--- src/rtl/ysyx_23060332_lsu_if.sv ---
// ysyx_23060332_lsu_if: SRAM-style request/response bus between the LSU (master) and memory (slave)
interface ysyx_23060332_lsu_if;
   logic        req_valid;
   logic        req_ready;
   logic        we;
   logic [31:0] addr;
   logic [31:0] wdata;
   logic [7:0]  wmask;
   logic        rsp_valid;
   logic [31:0] rsp_data;
   logic        rsp_err;
   modport master(output req_valid, we, addr, wdata, wmask, input req_ready, rsp_valid, rsp_data, rsp_err);
   modport slave(input req_valid, we, addr, wdata, wmask, output req_ready, rsp_valid, rsp_data, rsp_err);
endinterface

--- src/rtl/ysyx_23060332_lsu.sv ---
// ysyx_23060332_lsu: multi-cycle load/store unit driving an SRAM-style bus, with writeback and abort pulses
module ysyx_23060332_lsu #(
   parameter int TIMEOUT = 256
) (
   input  logic                       clk,
   input  logic                       rst,
   input  logic                       req_valid,
   output logic                       req_ready,
   input  logic                       req_wen,
   input  logic [2:0]                 req_func3,
   input  logic [31:0]                req_addr,
   input  logic [31:0]                req_wdata,
   input  logic [4:0]                 req_rd,
   ysyx_23060332_lsu_if.master        bus,
   output logic                       wb_valid,
   output logic                       wb_wen,
   output logic [4:0]                 wb_rd,
   output logic [31:0]                wb_data,
   output logic                       err_valid,
   output logic [1:0]                 err_cause,
   output logic [31:0]                err_addr
);
   typedef enum logic [2:0] {IDLE, REQ, WAIT, DONE, ERR} state_t;
   localparam logic [7:0] LAST = 8'(TIMEOUT - 1);
   state_t      state;
   logic [7:0]  cnt;
   logic        wen_q;
   logic [2:0]  f3_q;
   logic [31:0] addr_q;
   logic [4:0]  rd_q;
   logic        bad_f3;
   logic        misal;
   logic [31:0] st_data;
   logic [3:0]  st_mask;
   logic [31:0] sh;
   logic [31:0] ld_data;
   always_comb begin
      bad_f3  = req_wen ? req_func3 > 3'd2 : (req_func3 == 3'd3 || req_func3 > 3'd5);
      misal   = (req_func3[1:0] == 2'd1 && req_addr[0]) || (req_func3[1:0] == 2'd2 && req_addr[1:0] != 2'd0);
      st_data = req_func3[1] ? req_wdata : req_func3[0] ? {2{req_wdata[15:0]}} : {4{req_wdata[7:0]}};
      st_mask = req_func3[1] ? 4'b1111 : (req_func3[0] ? 4'b0011 : 4'b0001) << req_addr[1:0];
      sh      = bus.rsp_data >> {addr_q[1:0], 3'b000};
      // funct3[2] marks the unsigned variants, so it gates the sign bit
      ld_data = f3_q[1] ? sh : f3_q[0] ? {{16{sh[15] & ~f3_q[2]}}, sh[15:0]} : {{24{sh[7] & ~f3_q[2]}}, sh[7:0]};
   end
   always_ff @(posedge clk) begin
      if (rst) begin
         state         <= IDLE;
         req_ready     <= 1'b1;
         cnt           <= '0;
         wen_q         <= 1'b0;
         f3_q          <= '0;
         addr_q        <= '0;
         rd_q          <= '0;
         bus.req_valid <= 1'b0;
         bus.we        <= 1'b0;
         bus.addr      <= '0;
         bus.wdata     <= '0;
         bus.wmask     <= '0;
         wb_valid      <= 1'b0;
         wb_wen        <= 1'b0;
         wb_rd         <= '0;
         wb_data       <= '0;
         err_valid     <= 1'b0;
         err_cause     <= '0;
         err_addr      <= '0;
      end else begin
         wb_valid  <= 1'b0;
         err_valid <= 1'b0;
         case (state)
            IDLE: if (req_valid) begin
               req_ready <= 1'b0;
               wen_q     <= req_wen;
               f3_q      <= req_func3;
               addr_q    <= req_addr;
               rd_q      <= req_rd;
               if (bad_f3 || misal) begin
                  state     <= ERR;
                  err_valid <= 1'b1;
                  err_cause <= bad_f3 ? 2'd3 : 2'd0;
                  err_addr  <= req_addr;
               end else begin
                  state         <= REQ;
                  bus.req_valid <= 1'b1;
                  bus.we        <= req_wen;
                  bus.addr      <= {req_addr[31:2], 2'b00};
                  bus.wdata     <= req_wen ? st_data : 32'd0;
                  bus.wmask     <= req_wen ? {4'd0, st_mask} : 8'd0;
               end
            end
            REQ: if (bus.req_ready) begin
               state         <= WAIT;
               bus.req_valid <= 1'b0;
               cnt           <= '0;
            end
            WAIT: if (bus.rsp_valid && bus.rsp_err) begin
               state     <= ERR;
               err_valid <= 1'b1;
               err_cause <= 2'd1;
               err_addr  <= addr_q;
            end else if (bus.rsp_valid) begin
               state    <= DONE;
               wb_valid <= 1'b1;
               wb_wen   <= !wen_q && rd_q != 5'd0;
               wb_rd    <= rd_q;
               wb_data  <= wen_q ? 32'd0 : ld_data;
            end else if (cnt == LAST) begin
               state     <= ERR;
               err_valid <= 1'b1;
               err_cause <= 2'd2;
               err_addr  <= addr_q;
            end else begin
               cnt <= cnt + 8'd1;
            end
            DONE, ERR: begin
               state     <= IDLE;
               req_ready <= 1'b1;
            end
            default: begin
               state     <= IDLE;
               req_ready <= 1'b1;
            end
         endcase
      end
   end
endmodule

--- src/flat_wrapper.sv ---
// flat-port wrapper written by rule: the top's interface ports become plain ports
module ysyx_23060332_lsu_flat 
#(
   parameter int TIMEOUT = 256
)
  (clk, rst, req_valid, req_ready, req_wen, req_func3, req_addr, req_wdata, req_rd, wb_valid, wb_wen, wb_rd, wb_data, err_valid, err_cause, err_addr, bus_req_valid, bus_we, bus_addr, bus_wdata, bus_wmask, bus_req_ready, bus_rsp_valid, bus_rsp_data, bus_rsp_err);
  ysyx_23060332_lsu_if bus_i ();
  input  logic clk;
  input  logic rst;
  input  logic req_valid;
  output logic req_ready;
  input  logic req_wen;
  input  logic [2:0] req_func3;
  input  logic [31:0] req_addr;
  input  logic [31:0] req_wdata;
  input  logic [4:0] req_rd;
  output logic wb_valid;
  output logic wb_wen;
  output logic [4:0] wb_rd;
  output logic [31:0] wb_data;
  output logic err_valid;
  output logic [1:0] err_cause;
  output logic [31:0] err_addr;
  output wire logic [$bits(bus_i.req_valid)-1:0] bus_req_valid;
  output wire logic [$bits(bus_i.we)-1:0] bus_we;
  output wire logic [$bits(bus_i.addr)-1:0] bus_addr;
  output wire logic [$bits(bus_i.wdata)-1:0] bus_wdata;
  output wire logic [$bits(bus_i.wmask)-1:0] bus_wmask;
  input wire logic [$bits(bus_i.req_ready)-1:0] bus_req_ready;
  input wire logic [$bits(bus_i.rsp_valid)-1:0] bus_rsp_valid;
  input wire logic [$bits(bus_i.rsp_data)-1:0] bus_rsp_data;
  input wire logic [$bits(bus_i.rsp_err)-1:0] bus_rsp_err;
  assign bus_req_valid = bus_i.req_valid;
  assign bus_we = bus_i.we;
  assign bus_addr = bus_i.addr;
  assign bus_wdata = bus_i.wdata;
  assign bus_wmask = bus_i.wmask;
  assign bus_i.req_ready = bus_req_ready;
  assign bus_i.rsp_valid = bus_rsp_valid;
  assign bus_i.rsp_data = bus_rsp_data;
  assign bus_i.rsp_err = bus_rsp_err;
  ysyx_23060332_lsu #(.TIMEOUT(TIMEOUT)) u_core (.clk(clk), .rst(rst), .req_valid(req_valid), .req_ready(req_ready), .req_wen(req_wen), .req_func3(req_func3), .req_addr(req_addr), .req_wdata(req_wdata), .req_rd(req_rd), .bus(bus_i), .wb_valid(wb_valid), .wb_wen(wb_wen), .wb_rd(wb_rd), .wb_data(wb_data), .err_valid(err_valid), .err_cause(err_cause), .err_addr(err_addr));
endmodule
--- config.mk ---
export PLATFORM = sky130hd
export DESIGN_NAME = ysyx_23060332_lsu_flat
export DESIGN_NICKNAME = d
export VERILOG_FILES = /design/src/rtl/ysyx_23060332_lsu_if.sv /design/src/rtl/ysyx_23060332_lsu.sv /design/src/flat_wrapper.sv
export SDC_FILE = /design/constraint.sdc
export NUM_CORES = 1
export LEC_CHECK = 0
export BUFFER_PORTS_ARGS = -buffer_cell sky130_fd_sc_hd__buf_2
export CAP_MARGIN = 10
export CORE_MARGIN = 5
export CORE_UTILIZATION = 50
export CTS_BUF_LIST = sky130_fd_sc_hd__clkbuf_4 sky130_fd_sc_hd__clkbuf_8
export DETAILED_ROUTE_END_ITERATION = 16
export PLACE_DENSITY = 0.79
export SLEW_MARGIN = 15
export SYNTH_ARGS = -nofsm -noshare
export SYNTH_HDL_FRONTEND = slang
export SYNTH_SLANG_ARGS = --single-unit
--- constraint.sdc ---
create_clock -name clk -period 4.4 [get_ports clk]
set_input_delay 0.88 -clock clk [delete_from_list [all_inputs] [get_ports clk]]
set_output_delay 0.88 -clock clk [all_outputs]
set_load 0.05 [all_outputs]
## After elaboration in Yosys (flattened, before gate mapping)

Index checks and enable logic that the tools add are counted.

- Logic and storage cells: 119
- Memories: 0
- Register bits: 199
- Memory bits (writable): 0
- Bits in latches: 0
- Output and inout bits: 149
- Bits of input ports: 111
- Bits in read-only memories: 0

- Equality and inequality tests: 16
- Multipliers: 0
- Bitwise logic cells: 7
- Reductions and logical operators: 24
- Add/subtract/negate cells: 1
- Div/mod/pow operators: 0
- Muxes and demuxes: 48
- Shift-type cells: 2
- Magnitude comparators: 2

Operator list:

| kind | number |
|---|---|
| two-way mux 32 bit | 11 |
| one-hot mux 32 bit (2 select lines) | 1 |
| two-way mux 8 bit | 4 |
| >> shifter 32 x 5 -> 32 bit | 1 |
| two-way mux 3 bit | 6 |
| one-hot mux 8 bit (2 select lines) | 1 |
| two-way mux 2 bit | 7 |
| inequality test 2 bit, second input constant | 6 |
| two-way mux 1 bit | 11 |
| AND reduction 5 bit | 2 |
| one-hot mux 3 bit (3 select lines) | 1 |
| AND reduction 3 bit | 3 |
| adder 8 x 1 -> 8 bit, second input constant | 1 |
| == test 8 bit, second input constant | 1 |
| two-way mux 4 bit | 2 |
| nonzero test 2 bit | 4 |
| == test 3 x 2 -> 1 bit, second input constant | 2 |
| one-hot mux 1 bit (2 select lines) | 3 |
| inverter 1 bit | 5 |
| nonzero test 5 bit | 1 |
| logical AND 1 bit | 4 |
| inequality test 4 x 2 -> 1 bit, second input constant | 1 |
| one-hot mux 2 bit (2 select lines) | 1 |
| AND reduction 2 bit | 2 |
| 16 further kinds | 19 |

## Depth between registers and ports, before layout

- Depth in word-level cells: 7
- Depth in mapped cells: 7
- Gate-level depth less buffers: 5

## Worst setup path before layout

Ideal clock, no wire load.

- Kind: input to register
- From: input port req_func3[0]
- To: register u_core.err_addr[10]
- Stages: 6
- Path slack: 1.807 ns
- Arrival: 2.472 ns
- Buffers on the path: 2
- Cells stage by stage: clkbuf_1 > nor4_1 > nor3_2 > o22ai_2 > buf_6 > mux2_4

- Cells in the longest elaborated chain, start to end: 6

RTL lines:

| element | RTL line | text |
|---|---|---|
| start: declaration | flat_wrapper.sv:13 | `input logic [2:0] req_func3;` |
| > comparator 3 bit, or another cell as far along | ysyx_23060332_lsu.sv:38 | `bad_f3 = req_wen ? req_func3 > 3'd2 : (req_func3 == 3'd3 \|\| req_func3 > 3'd5);` |
| logical OR 1 bit / logical AND 1 bit (equally long branches) | ysyx_23060332_lsu.sv:38, ysyx_23060332_lsu.sv:39 |  |
| two-way mux 1 bit / logical OR 1 bit (equally long branches) | ysyx_23060332_lsu.sv:38, ysyx_23060332_lsu.sv:39 |  |
| logical OR 1 bit (*) | ysyx_23060332_lsu.sv:77 | `if (bad_f3 \|\| misal) begin` |
| inequality test 2 x 1 -> 1 bit (no line) (*) | -- |  |
| AND reduction 5 bit (no line) (*) | -- |  |
| end signal: assignment | ysyx_23060332_lsu.sv:81 | `err_addr <= req_addr;` |
| end signal: assignment | ysyx_23060332_lsu.sv:100 | `err_addr <= addr_q;` |
| end signal: assignment | ysyx_23060332_lsu.sv:111 | `err_addr <= addr_q;` |
| end: declaration | ysyx_23060332_lsu.sv:21 | `output logic [31:0] err_addr` |

Every way passes the cells marked *; elsewhere a longest branch is shown, timed or not.
A chain may end at the register's enable or synchronous reset.

## Final worst setup path

- From: input port req_func3[0]
- To: register u_core.err_addr[31]

The elaborated chain is that of the path after synthesis.

==> out/metrics.cfg <==
[outcome]
status=finished, final reports clean

[floorplan]
ios=260
fp.coreArea_mm2=0.01718
chipWidth_um=141.9
initial_standard_cell_utilization_of_the_core_pct=50.63
die_y_um=141.9
die_area_mm2=0.02013
placementRows=48

[synthesis]
ys_seq_elements=195
synthFlopType=sky130_fd_sc_hd__dfxtp_1
ys_top_cells_by_area=sky130_fd_sc_hd__dfxtp_1 (45%), sky130_fd_sc_hd__nand2_1 (12%), sky130_fd_sc_hd__a21oi_1 (9.5%), sky130_fd_sc_hd__mux2_4 (4.7%), sky130_fd_sc_hd__mux2i_1 (3.8%)
post_synth_instance_area_mm2=0.008696
synth.yosys.warnings=0
synth_edf_count=0
sequential_element_share_of_the_synthesized_area_pct=44.89
synth_top_cell_area_share_pct=44.89
ys_async_sr_fraction_pct=0
post_synth_num_cell_types=53
postSynthCellCount=1047
syn-mean-instance-area_um2=8.305
yosysTopAreaCell=sky130_fd_sc_hd__dfxtp_1

[cts]
cts_setup_buffers=0
post_cts_hold_buffer_count=0
cts_tree=done
cts.path.max_buffers=2
numCtsBuffers=17
clk_root_buffer_cell=sky130_fd_sc_hd__clkbuf_8
clock-sinks=195
ctsHtreeMaxLevel=4
cts.reportedPaths.clkPinSlew_ns=0.09
clock_insertion_delay_worst_skew_ns=0.47
postCtsResizedCells=0

[final_layout]
final_common_cell=sky130_fd_sc_hd__nand2_1
final_area_mm2=0.01040
layout.cells.most_common_list=sky130_fd_sc_hd__nand2_1 (281), sky130_fd_sc_hd__buf_2 (252), sky130_fd_sc_hd__dfxtp_1 (195)
layout.filler_cells=1541
multiInputGateArea_mm2=0.004412
post_route_cells_drive_above_1_share_pct=29.47
synthToLayoutAreaGrowth_pct=19.54
seqCellArea_mm2=0.003904
design.final.nets=1358
antenna_cells=0

[sta]
worst_slew_pin_slew_ns=0.9721
setup_viol=0
finClkSkew_ns=0.01472
grt_setup_unrepaired=false
fin_crit_sh_pct=69.89
worst_slack_ns=1.325
timing_hold_violations_final=0
timing.max_slew.rel_slack_pct=35.11
achievable-frequency_ghz=0.3252
totalNegativeSetupSlack_ns=0
fin_crit_ns=3.075
report.final.slew_viol_count=0

[drt]
wirelength_um=24590
dr.first_iter.drc_count=521
wire_per_inst_um=16.57
ant_nets=0
first_pass_iters=5
avgViaCountPerCell=5.447
detailroute.via_count=8084
drt_drc=0

[setup_path]
endpoint_kind=flop
cell_chain_of_the_critical_path=buf_2 > nor4_1 > nor3_2 > o22ai_4 > buf_4 > mux2_2
timing.reg2reg.worst_path_depth=6
crit_path_start=req_func3[0]
critPathKind=in -> reg
start_kind=primary input
critical_path_rt_ns=4.75
critical-path-max-stage-delay_ns=0.81
critical_path.reg2reg.startpoint=u_core.state[2]
slowest_stage=sky130_fd_sc_hd__nor4_1
arrival_ns=3.43
critical_path.max_fanout=26

[global_routing]
grt_use_met1_pct=31.41
grt_use_met2_pct=38.34
grt_max_degree=85
top_usage_layer=met2
first_global_vias=7616
grt_pass1_wl_um=39440
grt_remaining_overflow=0
antenna_found_initial=1
gr-usage-met3_pct=6.134
track_usage_pct=24.07

[power]
sequentialPowerShare_pct=49.6
largest_voltage_drop_on_the_vdd_net_uv=187.5
part_of_the_total_power_dissipated_in_the_clock_network_pct=30.8
pwr_density_cell_mw_per_mm2=369.8
power.internal_uw=2633
power.switching_fraction_pct=31.52
power.switching_uw=1212
pwr-share-comb_pct=19.6
p_leak_uw=0.004529

[min_path]
hold_class=reg -> reg
hold_path.startpoint=u_core.bus.addr[21]
worstHoldPathCells=2

[place]
routabilityCongestion=0.8136
placement.setup.worst_slack_ns=0.8342
buffer_ports.inserted=253
placed_area_mm2=0.009997
post-dp-hpwl_um=16950

[run]
cap_violations=0

## worst paths after layout
path / to / slack, ns
worst min-delay path: u_core.bus.addr[21] / 0.46
worst max-delay path: u_core.err_addr[31] / 1.32
worst max register to register: u_core.err_addr[31] / 1.43
worst min register to register: u_core.bus.addr[21] / 0.46
## registers in the layout, summed over array words and instances, names as in the netlist
name / flops
u_core.addr_q: 32
u_core.bus.addr: 30
u_core.bus.req_valid: 1
u_core.bus.wdata: 32
u_core.bus.we: 1
u_core.bus.wmask: 4
u_core.cnt: 8
u_core.err_addr: 32
u_core.err_cause: 2
u_core.err_valid: 1
u_core.f3_q: 3
u_core.rd_q: 5
u_core.req_ready: 1
u_core.state: 3
u_core.wb_data: 32
u_core.wb_rd: 5
u_core.wb_valid: 1
u_core.wb_wen: 1
u_core.wen_q: 1
## Yosys cell counts (all sizes together) (2+ instances only)
master / count
nand3: 47
mux2i: 33
or2: 2
a22oi: 9
nand2: 281
nor3b: 2
mux2: 55
and3: 2
nor4: 6
a22o: 8
nor4b: 3
dfxtp: 195
o21a: 3
clkbuf: 65
or4b: 3
a21oi: 165
o221ai: 8
buf: 29
inv: 2
a31oi: 5
or3b: 2
nand2b: 5
nor2: 21
nor3: 3
or4: 3
nor2b: 35
o211ai: 12
or3: 3
o21ai: 28
## worst max-delay path, delay by kind of cell
| family | cells | cell delay (ns) |
|---|---|---|
| AOI/OAI and AO/OA | 1 | 0.44 |
| buffers and inverters | 2 | 0.74 |
| muxes | 1 | 0.39 |
| and+or+nand+nor | 2 | 0.96 |
## layout make-up
class	count	area share, %
clock buffers	21	2.600
clock inverters	11	1.228
inverters	2	0.07222
multi-input cells	761	42.44
flip-flops and latches	195	37.55
well taps	225	2.708
repair buffers	269	13.40
## cells by family after synthesis
kind of cell | Yosys count | share of synthesized area [%]
other | 1 | 0.04312
muxes | 89 | 12.35
DFF | 195 | 44.89
AOI/OAI and AO/OA | 245 | 16.06
adders and majority gates | 1 | 0.1439
buffers and inverters | 96 | 4.993
and+or+nand+nor | 420 | 21.53
## through the flow
step	hold WS (ns)	utilization [%]	std cells	power [uW]
2_1_floorplan	0.4366	-	1052	2487
3_3_place_gp	0.4353	58.20	1452	2688
3_5_place_dp	0.4399	58.20	1452	2700
4_1_cts	0.4584	60.52	1484	3874
5_1_grt	0.4762	60.52	1484	4013
6_report	0.4557	60.52	1484	3844
## layer usage
metal  part of all wire [%]  vias to the layer above  wire length [um]
met4                    2.5                        2               613
met1                     43                     3795             10620
li1                       -                     3963                 -
met5                  0.053                        -                13
met3                    7.4                       39              1822
met2                     47                      285             11520
## power groups by stage
stage          sequential, uW  clock, uW  combinational (uW)
6_report                 1910       1180                 753
5_1_grt                  1920       1280                 810
4_1_cts                  1910       1210                 756
3_5_place_dp             1950          0                 754
3_3_place_gp             1940          0                 744
2_1_floorplan            2120          0                 369
Power figures use the tool's default switching activity.
